$ cat src/rtl/tdm_demux2.sv
// tdm_demux2: two-slot serial TDM demultiplexer with frame-sync tracking.
// The serial line carries data MSB first. Slot 0 comes first, then slot 1, with no gap between them.
// Lock is dropped after MISS_MAX consecutive frame boundaries that arrive without fsync.
// Optional feature: define TDM_PARITY_EN to expect one trailing even-parity bit per slot.
module tdm_demux2 #(
    parameter int unsigned WIDTH    = 8,
    parameter int unsigned MISS_MAX = 2
) (
    input  logic             clk,
    input  logic             rst,
    input  logic             din,
    input  logic             fsync,
    output logic [WIDTH-1:0] Y0,
    output logic [WIDTH-1:0] Y1,
    output logic             v0,
    output logic             v1,
    output logic             locked,
    output logic             err
);

`ifdef TDM_PARITY_EN
    localparam int unsigned SlotLen = WIDTH + 1;
`else
    localparam int unsigned SlotLen = WIDTH;
`endif
    localparam int unsigned CntW  = $clog2(SlotLen);
    localparam int unsigned MissW = $clog2(MISS_MAX + 1);
    localparam logic [CntW-1:0]  CntLast  = CntW'(SlotLen - 1);
    localparam logic [CntW-1:0]  CntOne   = CntW'(1);
    localparam logic [MissW-1:0] MissLast = MissW'(MISS_MAX - 1);

    typedef enum logic [1:0] {StHunt, StSlot0, StSlot1} state_e;

    state_e               state_q, state_d;
    logic [CntW-1:0]      cnt_q, cnt_d;
    logic [MissW-1:0]     miss_q, miss_d;
    logic [SlotLen-1:0]   sr_q, sr_d;
    logic [WIDTH-1:0]     y0_q, y0_d, y1_q, y1_d;
    logic                 v0_q, v0_d, v1_q, v1_d, err_q, err_d;

    logic [SlotLen-1:0]   word;
    logic [WIDTH-1:0]     data;
    logic                 slot_ok;
    logic                 boundary;
    logic                 last;

    // The slot word includes the bit that is on the line in the current cycle.
    assign word     = {sr_q[SlotLen-2:0], din};
    assign boundary = (state_q == StSlot0) && (cnt_q == '0);
    assign last     = (cnt_q == CntLast);
`ifdef TDM_PARITY_EN
    assign data     = word[SlotLen-1:1];
    assign slot_ok  = ~^word;
`else
    assign data     = word;
    assign slot_ok  = 1'b1;
`endif

    // State, counters, output words and pulses. Reset is synchronous and has highest priority.
    always_ff @(posedge clk) begin
        if (rst) begin
            state_q <= StHunt;
            cnt_q   <= '0;
            miss_q  <= '0;
            sr_q    <= '0;
            y0_q    <= '0;
            y1_q    <= '0;
            v0_q    <= 1'b0;
            v1_q    <= 1'b0;
            err_q   <= 1'b0;
        end else begin
            state_q <= state_d;
            cnt_q   <= cnt_d;
            miss_q  <= miss_d;
            sr_q    <= sr_d;
            y0_q    <= y0_d;
            y1_q    <= y1_d;
            v0_q    <= v0_d;
            v1_q    <= v1_d;
            err_q   <= err_d;
        end
    end

    // Next-state logic covers hunting, slot assembly, realignment on fsync, and miss tracking.
    always_comb begin
        state_d = state_q;
        cnt_d   = cnt_q;
        miss_d  = miss_q;
        sr_d    = sr_q;
        y0_d    = y0_q;
        y1_d    = y1_q;
        v0_d    = 1'b0;
        v1_d    = 1'b0;
        err_d   = 1'b0;
        unique case (state_q)
            StHunt: begin
                if (fsync) begin
                    sr_d    = word;
                    state_d = StSlot0;
                    cnt_d   = CntOne;
                    miss_d  = '0;
                end
            end
            StSlot0, StSlot1: begin
                sr_d = word;
                if (fsync && !boundary) begin
                    // A misplaced fsync aborts the current slot and starts a new slot 0 on this bit.
                    err_d   = 1'b1;
                    state_d = StSlot0;
                    cnt_d   = CntOne;
                    miss_d  = '0;
                end else if (boundary && !fsync && (miss_q >= MissLast)) begin
                    err_d   = 1'b1;
                    state_d = StHunt;
                    cnt_d   = '0;
                    miss_d  = '0;
                end else begin
                    if (boundary) begin
                        miss_d = fsync ? '0 : miss_q + MissW'(1);
                    end
                    if (last) begin
                        cnt_d   = '0;
                        state_d = (state_q == StSlot0) ? StSlot1 : StSlot0;
                        if (!slot_ok) begin
                            err_d = 1'b1;
                        end else if (state_q == StSlot0) begin
                            y0_d = data;
                            v0_d = 1'b1;
                        end else begin
                            y1_d = data;
                            v1_d = 1'b1;
                        end
                    end else begin
                        cnt_d = cnt_q + CntOne;
                    end
                end
            end
            default: begin
                state_d = StHunt;
                cnt_d   = '0;
            end
        endcase
    end

    assign Y0     = y0_q;
    assign Y1     = y1_q;
    assign v0     = v0_q;
    assign v1     = v1_q;
    assign err    = err_q;
    assign locked = (state_q != StHunt);

endmodule

$ cat config.mk
export PLATFORM = sky130hd
export DESIGN_NAME = tdm_demux2
export DESIGN_NICKNAME = d
export VERILOG_FILES = /design/src/rtl/tdm_demux2.sv
export SDC_FILE = /design/constraint.sdc
export NUM_CORES = 1
export LEC_CHECK = 0
export ABC_AREA = 1
export CORE_MARGIN = 3
export CORE_UTILIZATION = 55
export CTS_CLUSTER_DIAMETER = 200
export DETAILED_ROUTE_END_ITERATION = 8
export GPL_ROUTABILITY_DRIVEN = 0
export PLACE_DENSITY = 0.82
export SKIP_LAST_GASP = 1
export SYNTH_ARGS = -nofsm -noshare
export SYNTH_HDL_FRONTEND = slang
export SYNTH_SLANG_ARGS = --single-unit
$ cat constraint.sdc
create_clock -name clk -period 2.7 [get_ports clk]
set_clock_uncertainty 0.2 [all_clocks]
set_input_delay 0.54 -clock clk [delete_from_list [all_inputs] [get_ports clk]]
set_output_delay 0.54 -clock clk [all_outputs]
set_load 0.05 [all_outputs]
==> results.py <==
metrics = {
    "clock_tree": {
        "clkSinkCount": 33,
        "cts_buffer_depth": 2,
        "cts_inserted_buffers": 5,
        "clock-root-buffer": "clkbuf_4",
        "cts_resized": 0,
        "cts_tree": "yes",
        "clk-insertion-delay-late_ns": 0.33,
        "ctsHoldBuffers": 0,
        "htree_levels": 2,
        "post-cts-setup-buffers": 0,
        "path_clk_slew_ns": 0.09,
    },
    "sta": {
        "clock.fmax_ghz": 0.4448,
        "fin_crit_sh_pct": 83.26,
        "finalMaxSlewViolations": 0,
        "relSlewSlack_pct": 65.55,
        "finalHoldViolations": 0,
        "finalSetupViolations": 0,
        "holdWs_ns": 0.2642,
        "min_period_ns": 2.248,
        "fin_tns_setup_ns": 0,
        "tightest_slew_ns": 0.5151,
        "fin_ws_ns": 0.4519,
        "rsz0062_at_grt": "false",
    },
    "yosys": {
        "ys_top_cells_by_count": "dfxtp_1, a21oi_1, nand2_1",
        "syn-cell-area_sq_um": 1424,
        "syn_nets": 190,
        "synthAdderAreaFrac_pct": 6.151,
        "ys.flop_type": "dfxtp_1",
        "synth_compound_area_share_pct": 17.75,
        "synth.distinct_cells": 20,
        "synth.top_cell.area_share_pct": 46.40,
        "yosysMostFrequentCell": "dfxtp_1",
        "ys_top_cells_by_area": "dfxtp_1, a21oi_1, nand2_1",
        "yosys_warnings": 0,
        "syn_inst": 179,
        "synth_seq_cells": 33,
        "synthMuxAreaShare_pct": 0,
        "seq_area_frac_synth_pct": 46.40,
        "synth_top_family_by_area": "simple AND/OR/NAND/NOR gates",
        "synthArstFlopShare_pct": 0,
        "yosys.area_share.simple_pct": 19.42,
        "synth-edff-count": 0,
        "synth_top_area_cell": "dfxtp_1",
        "synth-xor-area-share_pct": 0,
        "syn_avg_cell_area_sq_um": 7.955,
    },
    "global_routing": {
        "overflow": 0,
        "grt_use_total_pct": 20.30,
        "grt_max_degree": 18,
        "grt_pass1_wl_mm": 5.133,
        "grt_pass1_vias": 1160,
        "antenna_found_initial": 0,
    },
    "floorplanning": {
        "core_sq_um": 2340,
        "rows": 17,
        "dieArea_sq_um": 3235,
        "io_pins": 24,
        "die_y_microns": 56.88,
        "start_util_pct": 60.86,
        "fp.dieW_microns": 56.88,
    },
    "pwr": {
        "ir_drop_mv": 0.4723,
        "leakagePower_nw": 0.6945,
        "p_per_area_nw_per_um2": 662.9,
    },
    "worst_setup_path": {
        "r2r_cells": 6,
        "start_kind": "register",
        "critPathKind": "register to primary output",
        "cpPeakStageDelay_ns": 0.42,
        "cp_max_fo": 4,
        "crit_path_top_delay_cell": "dlymetal6s2s_1",
        "critPathMostFrequentCell": "inv_1",
        "required_ns": 1.96,
        "arrival_ns": 1.51,
        "rr_endpoint": "Y1[4]$_SDFFE_PP0P_",
        "critPathBufInv": 3,
        "end_kind": "primary output",
        "critPathTopFamily": "buffers and inverters",
        "worstReg2RegStart": "cnt_q[0]$_SDFFE_PP0P_",
        "regToRegSetupSlack_ns": 0.83,
        "crit_path_end": "locked",
        "cp.depth": 4,
        "startpoint": "state_q[0]$_SDFFE_PP0P_",
        "cp_cell_sequence": "inv_1 -> ha_1 -> inv_1 -> dlymetal6s2s_1",
    },
    "finish": {
        "multi_input_area_sq_um": 616.8,
        "drive_gt1_share_pct": 9.756,
        "diodes": 0,
        "final_cell_count_no_fill": 233,
        "fillers": 188,
        "fin_area_sq_um": 1713,
        "nNetsFinal": 215,
        "area_growth_pct": 20.30,
        "register_area_sq_um": 660.6,
    },
    "flow_run": {
        "max_cap_viol_count": 0,
    },
    "place": {
        "place_ws_ns": 0.4318,
        "place_inst": 225,
        "dpl_cell_area_sq_um": 1659,
        "port_buffers": 23,
        "hpwl_mm": 2.199,
    },
    "drt": {
        "drt_iter0_markers": 26,
        "drt_wl_total_mm": 2.910,
        "num_vias": 1229,
        "wl_per_cell_microns": 12.49,
        "detail-route-antenna-nets": 0,
        "drcViolationCount": 0,
        "first_pass_iters": 4,
        "viasPerCell": 5.275,
    },
    "min_path": {
        "hold_class": "register to register",
        "min_path_cells": 2,
    },
    "outcome": {
        "status": "completed",
    },
}
[worst reg2reg max path, cell delays in order (launching register included)]
cell and delay, ns:
dfxtp_1 0.39, ha_1 0.16, ha_1 0.44, nand3_2 0.15, inv_2 0.19, o21ai_0 0.11
a21oi_1 0.16
[report_power, final]
part / total [W] / internal, W / leakage (nW) / switching (W)
Combinational: 0.000326 / 0.000106 / 0.394 / 0.000220
Sequential: 0.000549 / 0.000523 / 0.268 / 0.0000264
Clock: 0.000261 / 0.0000990 / 0.0320 / 0.000161
[cell type report]
cell class,count,area share [%]
Clock buffer,6,2.411
Clock inverter,2,0.5844
Inverter,25,5.478
Multi-Input combinational cell,113,36.01
Sequential cell,33,38.57
Tap cell,28,2.045
Timing Repair Buffer,26,14.90
[per-layer routing]
| metal | part of all wire, % | track usage [%] |
|---|---|---|
| met1 | 49 | 28.01 |
| met2 | 44 | 28.87 |
| met3 | 5.7 | 4.828 |
| met4 | 2.1 | 10.93 |
| met5 | 0 | 0 |
[cell families after synthesis]
family          after synthesis
buf+inv                      33
simple gates                 57
flops                        33
compound gates               49
fa+ha+maj                     7
[cell usage in the layout, fill, tap and decap left out, drive strengths merged]
| master | instances |
|---|---|
| a21oi | 32 |
| clkdlybuf4s50 | 22 |
| nand2 | 27 |
| nor2 | 8 |
| o21ai | 17 |
| dlymetal6s2s | 1 |
| nand3 | 8 |
| buf | 3 |
| or2 | 2 |
| nand4 | 10 |
| clkbuf | 6 |
| dfxtp | 33 |
| inv | 25 |
| nor3 | 2 |
| clkinv | 2 |
| ha | 7 |
[state kept, by name, indices dropped and copies added, names as in the netlist]
name and count:
sr_q 7, v0 1, Y1 8, Y0 8, v1 1, miss_q 2, err 1, state_q 2
cnt_q 3
[worst min-delay path by stage]
stage	slack, ns	to	from
after floorplan	0.24	Y1[7]$_SDFFE_PP0P_	sr_q[6]$_SDFFE_PP0P_
after global placement	0.25	Y0[7]$_SDFFE_PP0P_	Y0[7]$_SDFFE_PP0P_
after detailed placement	0.25	Y0[6]$_SDFFE_PP0P_	Y0[6]$_SDFFE_PP0P_
after CTS	0.27	Y0[6]$_SDFFE_PP0P_	Y0[6]$_SDFFE_PP0P_
after global routing	0.29	Y0[4]$_SDFFE_PP0P_	Y0[4]$_SDFFE_PP0P_
final	0.26	Y0[4]$_SDFFE_PP0P_	Y0[4]$_SDFFE_PP0P_
[metrics by stage]
step | total power, W | util [%]
floorplan | 0.0008109 | -
global placement | 0.0008671 | 70.91
detailed placement | 0.0008813 | 70.91
CTS | 0.001139 | 73.10
global route | 0.001214 | 73.21
finish | 0.001135 | 73.21
(Power assumes the default switching activity.)
